`src/rtl/keypad_scan_pkg.sv`:
```
// Shared types, key codes and the (row, col) -> code map for the keypad front end.
// KEYPAD_ALPHA_EN: when defined, column 3 (A..D) is scanned as well.
package keypad_scan_pkg;

    typedef enum logic [1:0] {
        SCAN     = 2'd0,
        DEBOUNCE = 2'd1,
        RELEASE  = 2'd2
    } keypad_state_t;

    localparam logic [3:0] KEY_STAR = 4'hE;
    localparam logic [3:0] KEY_HASH = 4'hF;
    localparam logic [3:0] KEY_A    = 4'hA;
    localparam logic [3:0] KEY_B    = 4'hB;
    localparam logic [3:0] KEY_C    = 4'hC;
    localparam logic [3:0] KEY_D    = 4'hD;

`ifdef KEYPAD_ALPHA_EN
    localparam int NUM_COLS = 4;
`else
    localparam int NUM_COLS = 3;
`endif

    function automatic logic [3:0] keypad_map(input logic [1:0] row, input logic [1:0] col);
        logic [3:0] code;
        case ({row, col})
            4'b00_00: code = 4'h1;
            4'b00_01: code = 4'h2;
            4'b00_10: code = 4'h3;
            4'b00_11: code = KEY_A;
            4'b01_00: code = 4'h4;
            4'b01_01: code = 4'h5;
            4'b01_10: code = 4'h6;
            4'b01_11: code = KEY_B;
            4'b10_00: code = 4'h7;
            4'b10_01: code = 4'h8;
            4'b10_10: code = 4'h9;
            4'b10_11: code = KEY_C;
            4'b11_00: code = KEY_STAR;
            4'b11_01: code = 4'h0;
            4'b11_10: code = KEY_HASH;
            default:  code = KEY_D;
        endcase
        return code;
    endfunction

    // True when exactly one row line is pulled low.
    function automatic logic one_low(input logic [3:0] rows);
        return $countones(~rows) == 1;
    endfunction

    function automatic logic [1:0] low_index(input logic [3:0] rows);
        logic [1:0] idx;
        idx = 2'd0;
        for (int i = 3; i >= 0; i--) begin
            if (!rows[i]) idx = 2'(i);
        end
        return idx;
    endfunction

endpackage

```
`src/rtl/keypad_scan_sync2.sv`:
```
// Two-flop synchroniser for the asynchronous, pulled-up row returns; resets to idle-high.
module sync2 #(
    parameter int W = 4
) (
    input  logic         clk,
    input  logic         rst,
    input  logic [W-1:0] d_i,
    output logic [W-1:0] q_o
);

    logic [W-1:0] meta_q;
    logic [W-1:0] sync_q;

    always_ff @(posedge clk) begin
        if (rst) begin
            meta_q <= '1;
            sync_q <= '1;
        end else begin
            meta_q <= d_i;
            sync_q <= meta_q;
        end
    end

    assign q_o = sync_q;

endmodule

```
`src/rtl/keypad_scan.sv`:
```
// 4x4 matrix keypad scanner: column drive, row debounce, one key_valid pulse per press.
// KEYPAD_ALPHA_EN: when defined, column 3 is scanned and A..D can be reported.
module keypad_scan
    import keypad_scan_pkg::*;
#(
    parameter int SCAN_CYCLES     = 4,
    parameter int DEBOUNCE_CYCLES = 20
) (
    input  logic       clk,
    input  logic       rst,
    output logic [3:0] col_n,
    input  logic [3:0] row_n,
    output logic       key_valid,
    output logic [3:0] key_code
);

    localparam int DW = (SCAN_CYCLES > 1) ? $clog2(SCAN_CYCLES) : 1;
    localparam int CW = (DEBOUNCE_CYCLES > 1) ? $clog2(DEBOUNCE_CYCLES) : 1;
    localparam logic [DW-1:0] DWELL_LAST = DW'(SCAN_CYCLES - 1);
    localparam logic [CW-1:0] CNT_LAST   = CW'(DEBOUNCE_CYCLES - 1);
    localparam logic [1:0]    COL_LAST   = 2'(NUM_COLS - 1);

    logic [3:0]    rows_s;
    keypad_state_t state_q, state_d;
    logic [1:0]    col_q, col_d, col_adv;
    logic [DW-1:0] dwell_q, dwell_d;
    logic [CW-1:0] cnt_q, cnt_d;
    logic [3:0]    pat_q, pat_d;
    logic          valid_q, valid_d;
    logic [3:0]    code_q, code_d;

    sync2 #(.W(4)) u_sync (
        .clk (clk),
        .rst (rst),
        .d_i (row_n),
        .q_o (rows_s)
    );

    assign col_adv = (col_q == COL_LAST) ? 2'd0 : col_q + 2'd1;

    always_ff @(posedge clk) begin
        if (rst) begin
            state_q <= SCAN;
            col_q   <= 2'd0;
            dwell_q <= '0;
            cnt_q   <= '0;
            pat_q   <= 4'hF;
            valid_q <= 1'b0;
            code_q  <= 4'h0;
        end else begin
            state_q <= state_d;
            col_q   <= col_d;
            dwell_q <= dwell_d;
            cnt_q   <= cnt_d;
            pat_q   <= pat_d;
            valid_q <= valid_d;
            code_q  <= code_d;
        end
    end

    always_comb begin
        state_d = state_q;
        col_d   = col_q;
        dwell_d = dwell_q;
        cnt_d   = cnt_q;
        pat_d   = pat_q;
        valid_d = 1'b0;
        code_d  = code_q;

        case (state_q)
            SCAN: begin
                if (dwell_q == DWELL_LAST) begin
                    dwell_d = '0;
                    if (one_low(rows_s)) begin
                        pat_d   = rows_s;
                        cnt_d   = '0;
                        state_d = DEBOUNCE;
                    end else begin
                        col_d = col_adv;
                    end
                end else begin
                    dwell_d = dwell_q + DW'(1);
                end
            end

            DEBOUNCE: begin
                if (rows_s == pat_q) begin
                    if (cnt_q == CNT_LAST) begin
                        valid_d = 1'b1;
                        code_d  = keypad_map(low_index(pat_q), col_q);
                        cnt_d   = '0;
                        state_d = RELEASE;
                    end else begin
                        cnt_d = cnt_q + CW'(1);
                    end
                end else begin
                    cnt_d   = '0;
                    col_d   = col_adv;
                    state_d = SCAN;
                end
            end

            RELEASE: begin
                // Any low row restarts the quiet-time count, so bounces only stretch this state.
                if (rows_s == 4'hF) begin
                    if (cnt_q == CNT_LAST) begin
                        cnt_d   = '0;
                        col_d   = col_adv;
                        state_d = SCAN;
                    end else begin
                        cnt_d = cnt_q + CW'(1);
                    end
                end else begin
                    cnt_d = '0;
                end
            end

            default: begin
                state_d = SCAN;
                cnt_d   = '0;
                dwell_d = '0;
            end
        endcase
    end

    assign col_n     = ~(4'b0001 << col_q);
    assign key_valid = valid_q;
    assign key_code  = code_q;

endmodule
```
`config.mk`:
```
export PLATFORM = sky130hd
export DESIGN_NAME = keypad_scan
export DESIGN_NICKNAME = d
export VERILOG_FILES = /design/src/rtl/keypad_scan_pkg.sv /design/src/rtl/keypad_scan_sync2.sv /design/src/rtl/keypad_scan.sv
export SDC_FILE = /design/constraint.sdc
export NUM_CORES = 1
export LEC_CHECK = 0
export CAP_MARGIN = 20
export CORE_ASPECT_RATIO = 0.8
export CORE_MARGIN = 2
export CORE_UTILIZATION = 53
export CTS_BUF_LIST = sky130_fd_sc_hd__clkbuf_8
export CTS_CLUSTER_SIZE = 25
export DETAILED_ROUTE_END_ITERATION = 8
export GPL_TIMING_DRIVEN = 0
export PLACE_DENSITY = 0.88
export SLEW_MARGIN = 20
export SYNTH_ARGS = -nofsm -noshare
export SYNTH_HDL_FRONTEND = slang
export SYNTH_HIERARCHICAL = 1
export SYNTH_SLANG_ARGS = --single-unit
```
`constraint.sdc`:
```
create_clock -name clk -period 2.5 [get_ports clk]
set_clock_uncertainty 0.05 [all_clocks]
set_input_delay 0.5 -clock clk [delete_from_list [all_inputs] [get_ports clk]]
set_output_delay 0.5 -clock clk [all_outputs]
set_load 0.005 [all_outputs]
```
-- Word-level counts from Yosys, hierarchy flattened
Memory sizes are Yosys's and may differ from the RTL's. A register that Yosys moved wholly into a read port is not among the register bits.
Index checks and enable logic that the tools add are counted.
- div/mod/pow operators: 0
- shifts and indexed selects: 1
- magnitude comparators: 0
- $mul: 0
- muxes and demuxes: 30
- reduce and logical (&&, ||, !) cells: 9
- add/subtract/negate cells: 6
- bitwise operators: 4
- eq/ne operators: 15
- operators by type and width (cell ; count):
    2-bit two-way mux ; 20
    5-bit two-way mux ; 5
    5-bit case mux with 3 select lines ; 1
    2-bit inequality test, second input constant ; 6
    2-bit case mux with 3 select lines ; 2
    4-bit NOT ; 2
    2-bit equality test, second input constant ; 3
    3-bit AND reduction ; 2
    6-bit AND reduction ; 1
    5-bit by 1-bit adder with 5-bit output, second input constant ; 1
    5-bit equality test, second input constant ; 1
    5-bit AND reduction ; 1
    1-bit by 1-bit adder with 2-bit output ; 2
    2-bit by 1-bit adder with 2-bit output, second input constant ; 2
    4-bit equality test ; 1
    4-bit equality test, second input constant ; 1
    2-bit case mux with 2 select lines ; 1
    1-bit by 2-bit left shift with 4-bit output, first input constant ; 1
    2-bit by 2-bit adder with 3-bit output ; 1
    3-bit by 1-bit equality test with 1-bit output, second input constant ; 1
    3-bit inequality test, second input constant ; 1
    3-bit nonzero test ; 1
    3-bit OR reduction ; 1
    2-bit by 1-bit equality test with 1-bit output, second input constant ; 1
    other kinds (5) ; 6
- bits of input ports: 6
- latch bits: 0
- bits in writable memories: 0
- register bits after elaboration: 24
- memories: 1
- memory bits (read-only): 64
- word-level logic and storage cells: 74
- memories (name ; depth ; bits a word ; read ports ; clocked after memory_dff ; wr ports ; line ; RTL):
    (no name shown) ; 16 ; 4 ; 1 ; 1 ; 0 ; keypad_scan_pkg.sv:26 ; case ({row, col})

-- Depth between registers and ports, before layout
- depth in word-level cells: 7
- depth in mapped cells: 9
- gate-level depth less buffers: 9

-- Cells and area by module
The synthesis kept the hierarchy.
- by module, submodules not included (module ; sequential area each (um^2) ; area each (um^2) ; cells an instance ; times used):
    keypad_scan ; 400.4 ; 1372.6 ; 145 ; 1
    sync2 ; 160.2 ; 210.2 ; 16 ; 1

-- Worst setup path before layout
No wires, ideal clock.
- path type: flip-flop to flip-flop
- start point: register u_sync.sync_q[0] (netlist: u_sync/q_o[0])
- end point: register state_q[1]
- buffers on the path: 0
- stages on the path, launching flop included: 10
- arrival: 2.289 ns
- setup slack: 0.075 ns
- data required time: 2.364 ns
- setup time: 0.086 ns
- period minus slack after synthesis: 2.425 ns
- cells stage by stage: dfxtp_1 > fa_1 > inv_1 > ha_1 > ha_1 > and4bb_2 > nand2b_1 > and2_1 > a21oi_1 > a211oi_1
- longest elaborated chain between the ends: 6
- elaborated cells on any way between the ends: 12
- classes of those cells: add/sub (2); eq/ne (6); mux (2); bitwise (1); reduce/logical (1)
- RTL lines (element ; line ; RTL):
    from (decl) ; keypad_scan_sync2.sv:12 ; logic [W-1:0] sync_q;
    from (signal assigned) ; keypad_scan_sync2.sv:20 ; sync_q <= meta_q;
    4-bit NOT ; keypad_scan_pkg.sv:49 ; return $countones(~rows) == 1;
    1-bit by 1-bit adder with 2-bit output (not written as such) ; keypad_scan_pkg.sv:49 ;
    2-bit by 2-bit adder with 3-bit output (not written as such) ; keypad_scan_pkg.sv:49 ;
    3-bit by 1-bit equality test with 1-bit output ; keypad_scan_pkg.sv:49 ;
    2-bit inequality test (no line) ; n/a ;
    5-bit AND reduction (no line) ; n/a ;
    to (signal assigned) ; keypad_scan.sv:51 ; state_q <= state_d;
    to (decl) ; keypad_scan.sv:24 ; keypad_state_t state_q, state_d;
Several ways; a longest one is shown, not always the timed one.
A chain may end at the register's enable or synchronous reset.

-- Worst setup path in the final report
Ends and elaborated chain as after synthesis.

==> results.txt <==
The run finished with clean final reports. Setup repair after global routing left no endpoint under its margin. Wires add up to 3200 um. On the critical path, the stage with the largest delay is an instance of sky130_fd_sc_hd__fa_1.

Synthesis inferred 28 register bits. At the later pin of the worst-skew pair, clock insertion delay measures 270 ps. Clock-pin slew was measured on the worst setup and hold paths at 80 ps.

The achievable frequency came out at 415 MHz. Measured along the x axis, the die boundary spans 65.1 um. The first detailed-routing pass took 4 iterations. The final net count came out at 208. The vias per cell came out at 5.61. Entering global routing, the biggest net connects 15 pins.

The cell row count came out at 17. Across the VDD grid, the largest voltage drop is 0.668 mV. The number of failing setup endpoints in the final timing report is 0. The overall die height is 52.9 um. Global routing consumed, over all layers together, 20.9% of the routing resources. For this run, global-route usage on met2 was measured as 40.5%. In this run the most critical hold path is launched from u_sync/meta_q[1]. The depth of the CTS H-tree came out at 1. The library cell used most frequently in the layout, excluding fill and tap cells, is sky130_fd_sc_hd__dfxtp_1.

The fraction of layout cells with a size suffix above 1 is 18.0%. The number of slew-limit violations in the final report was 0. The total power is 1.34 mW.

The register area share after synthesis is 35.4%. Summing all multi-input logic gate instances after layout gives 1000 sq um. The path class of the tightest hold or removal check is reg2reg.

The initial utilization of the core area, before any placement, comes to 56.4%. The routed length per placed instance is 14.5 um. The number of I/O port buffers came out at 14. The time the worst path needs with I/O delays and setup came out at 2410 ps. The placeable core region is 2810 sq um. The area enclosed by the die boundary is 3440 sq um. The starting DRC count in detailed routing came out at 70.

Detailed routing inserted a total of 1239 vias. The number of routed nets with antenna violations is 0. At the pin with the least slew margin, the transition time is 599 ps. The number of hold buffers added after CTS is 0. The count of maximum capacitance violations came out at 0. In this run the worst path has a maximum fanout of 6. The flip-flop and latch area came out at 564 sq um. For the worst setup path, the data arrival time is 2540 ps. The estimated wirelength of the detail-placed design is 2370 um. The number of failing hold endpoints at the final stage came to 0. The required time at the endpoint of the critical path came out at 2630 ps. Synthesis handed over a netlist of 161 instances. The critical path goes through fa_1 -> inv_1 -> ha_2 -> ha_4 -> and4bb_2 -> nand2b_4 -> and2_4 -> a21oi_1 -> a211oi_1.

15 I/O pins were placed. The mapped netlist covers 1580 sq um. Clock tree synthesis found a total of 28 sinks. In the routed design, unresolved DRC markers number 0. The total nets after synthesis came out at 184. The final weighted congestion in routability-driven placement is 0.796. The fraction of met1 tracks used by global routing is 23.6%.

The biggest cell delay along the critical path came out at 530 ps. The global-route met3 utilization is 4.47%. The utilization after layout is 67.6%. In this run the static leakage power is 0.773 nW. The kind of start point of the critical path is a register. The count of warnings emitted by yosys came out at 6. Summed over all layers, the global routing overflow is 0. Power spread over the standard cell area amounts to 707 nW/um^2. Across all hold checks on the routed design, the worst slack comes to 363 ps.

The via count of the first global-routing pass is 1239. The number of buffers inserted during clock tree synthesis is 3. Counting along the longest clock path gives a buffer depth of 2. The total negative slack for setup checks came out at 0 ps. The filler cell count is 219. Leaving out fill and tap cells, the most frequent cells in the layout are 27 x sky130_fd_sc_hd__dfxtp_1, 14 x sky130_fd_sc_hd__inv_1, 14 x sky130_fd_sc_hd__ha_1, 14 x sky130_fd_sc_hd__clkdlybuf4s50_1.

The number of diodes came out at 0. Tracing the worst setup path back leads to its startpoint at u_sync/q_o[0]. The first-pass GRT wire length is 5460 um.

The share of the clock period used by the worst path after layout is 96.4%. Each instance of the synthesized netlist takes up on average 9.83 sq um. The cell sitting at the root of the clock tree is a sky130_fd_sc_hd__clkbuf_8. The peak-usage layer in the global routing report is met2. TritonCTS built the clock tree. The initial antenna violation count is 0. The tightest slew margin relative to the limit came out at 60.0%. The setup path with the least slack is of type reg2reg. The number of distinct library cells after synthesis is 49.

The area growth from synthesis to layout is 19.9%. In this run the critical register-to-register path is launched from u_sync/q_o[0]. The kind of capture point of the worst setup path is a register.
## critical path, delay by kind of cell, from the launching register on
kind	cells	cell delay (ps)
AO/OA/AOI/OAI	2	280
AND/OR/NAND/NOR	3	630
adder cells (fa/ha/maj)	3	950
flip-flops	1	360
buffers and inverters	1	50
## per-stage QoR
stage / area (sq um) / setup WS [ps] / cells
after floorplan: 1580 / 75.4 / 161
after global placement: 1770 / -80.3 / 213
after detailed placement: 1770 / -154 / 213
after CTS: 1840 / 28.0 / 218
after global routing: 1900 / 9.21 / 221
final: 1900 / 89.2 / 221
## cell usage after synthesis, drive strengths merged
| cell | count | area share, % |
|---|---|---|
| nor3b | 2 | 0.95 |
| a21oi | 7 | 2.2 |
| fa | 1 | 1.3 |
| nand3 | 7 | 2.5 |
| nor2 | 8 | 1.9 |
| o22ai | 1 | 1.3 |
| a211oi | 3 | 1.7 |
| o21ai | 7 | 2.5 |
| and3 | 3 | 1.6 |
| mux4 | 1 | 1.4 |
| a21boi | 1 | 0.71 |
| ha | 16 | 13 |
| xnor2 | 4 | 3.2 |
| mux2i | 5 | 3.2 |
| a41o | 1 | 0.63 |
| o211ai | 1 | 0.47 |
| nor2b | 2 | 0.79 |
| nand4 | 2 | 1.2 |
| dfxtp | 28 | 35 |
| a211o | 1 | 0.55 |
| and4bb | 1 | 0.79 |
| o31ai | 2 | 1.3 |
| o311ai | 1 | 0.55 |
| nand4bb | 1 | 1.7 |
| nor3 | 2 | 1.3 |
| or2 | 10 | 4.1 |
| a32oi | 2 | 1.1 |
| inv | 14 | 3.3 |
| nand2b | 7 | 2.8 |
| and2 | 1 | 0.40 |
| o221ai | 1 | 0.55 |
| nor4b | 1 | 0.55 |
| nand3b | 4 | 1.9 |
| nand2 | 9 | 2.3 |
| o2111ai | 1 | 0.55 |
| clkbuf | 3 | 0.71 |
## area by class of cell
type / count / area share, %
multi-input cells: 116 / 52.9
flip-flops and latches: 28 / 29.7
repair buffers: 19 / 9.36
inverters: 14 / 2.77
well taps: 38 / 2.50
clock buffers: 3 / 2.18
plain buffers: 3 / 0.593
## routing by layer
metal | up-vias | routed length [um]
met5 | - | 0
met4 | 0 | 33
met3 | 4 | 107
met2 | 24 | 1650
met1 | 599 | 1410
li1 | 612 | -
## kinds of logic (layout without fill, tap and decap cells)
kind of cell,count (synthesis),after routing,synth area share (%)
and+or+nand+nor,60,60,24.8
adders and majority gates,17,17,13.9
DFF,28,28,35.4
xor gates and xnor gates,4,4,3.16
AOI/OAI and AO/OA,29,29,14.1
muxes,6,6,4.59
buffers and inverters,17,39,4.03
## state kept, by name (all words and copies together) (netlist names)
signal,count
cnt_q,5
col_q,2
dwell_q,2
key_code,4
key_valid,1
pat_q,4
state_q,2
u_sync/meta_q,4
u_sync/q_o,4
## power by group
group / switching [mW] / leakage, nW / internal, mW / total, mW
sequential: 0.0548 / 0.228 / 0.486 / 0.541
combinational: 0.294 / 0.523 / 0.270 / 0.564
clock: 0.128 / 0.0216 / 0.108 / 0.236
total: 0.477 / 0.773 / 0.865 / 1.34
## worst paths after layout
path	endpoint	slack (ps)	cells past startpoint
setup / recovery	state_q[1]	90	9
hold / removal	u_sync/q_o[1]	360	1
setup reg to reg	state_q[1]	90	9
hold reg to reg	u_sync/q_o[1]	360	1
## repair_timing
item,4_1_cts,5_1_grt
buffers inserted,2,3
pin swaps,1,4
gates resized for setup,4,6
endpoints found under the setup margin,6,7
hold endpoints to repair,0,0
No activity file was read; power rests on OpenSTA's default activity.
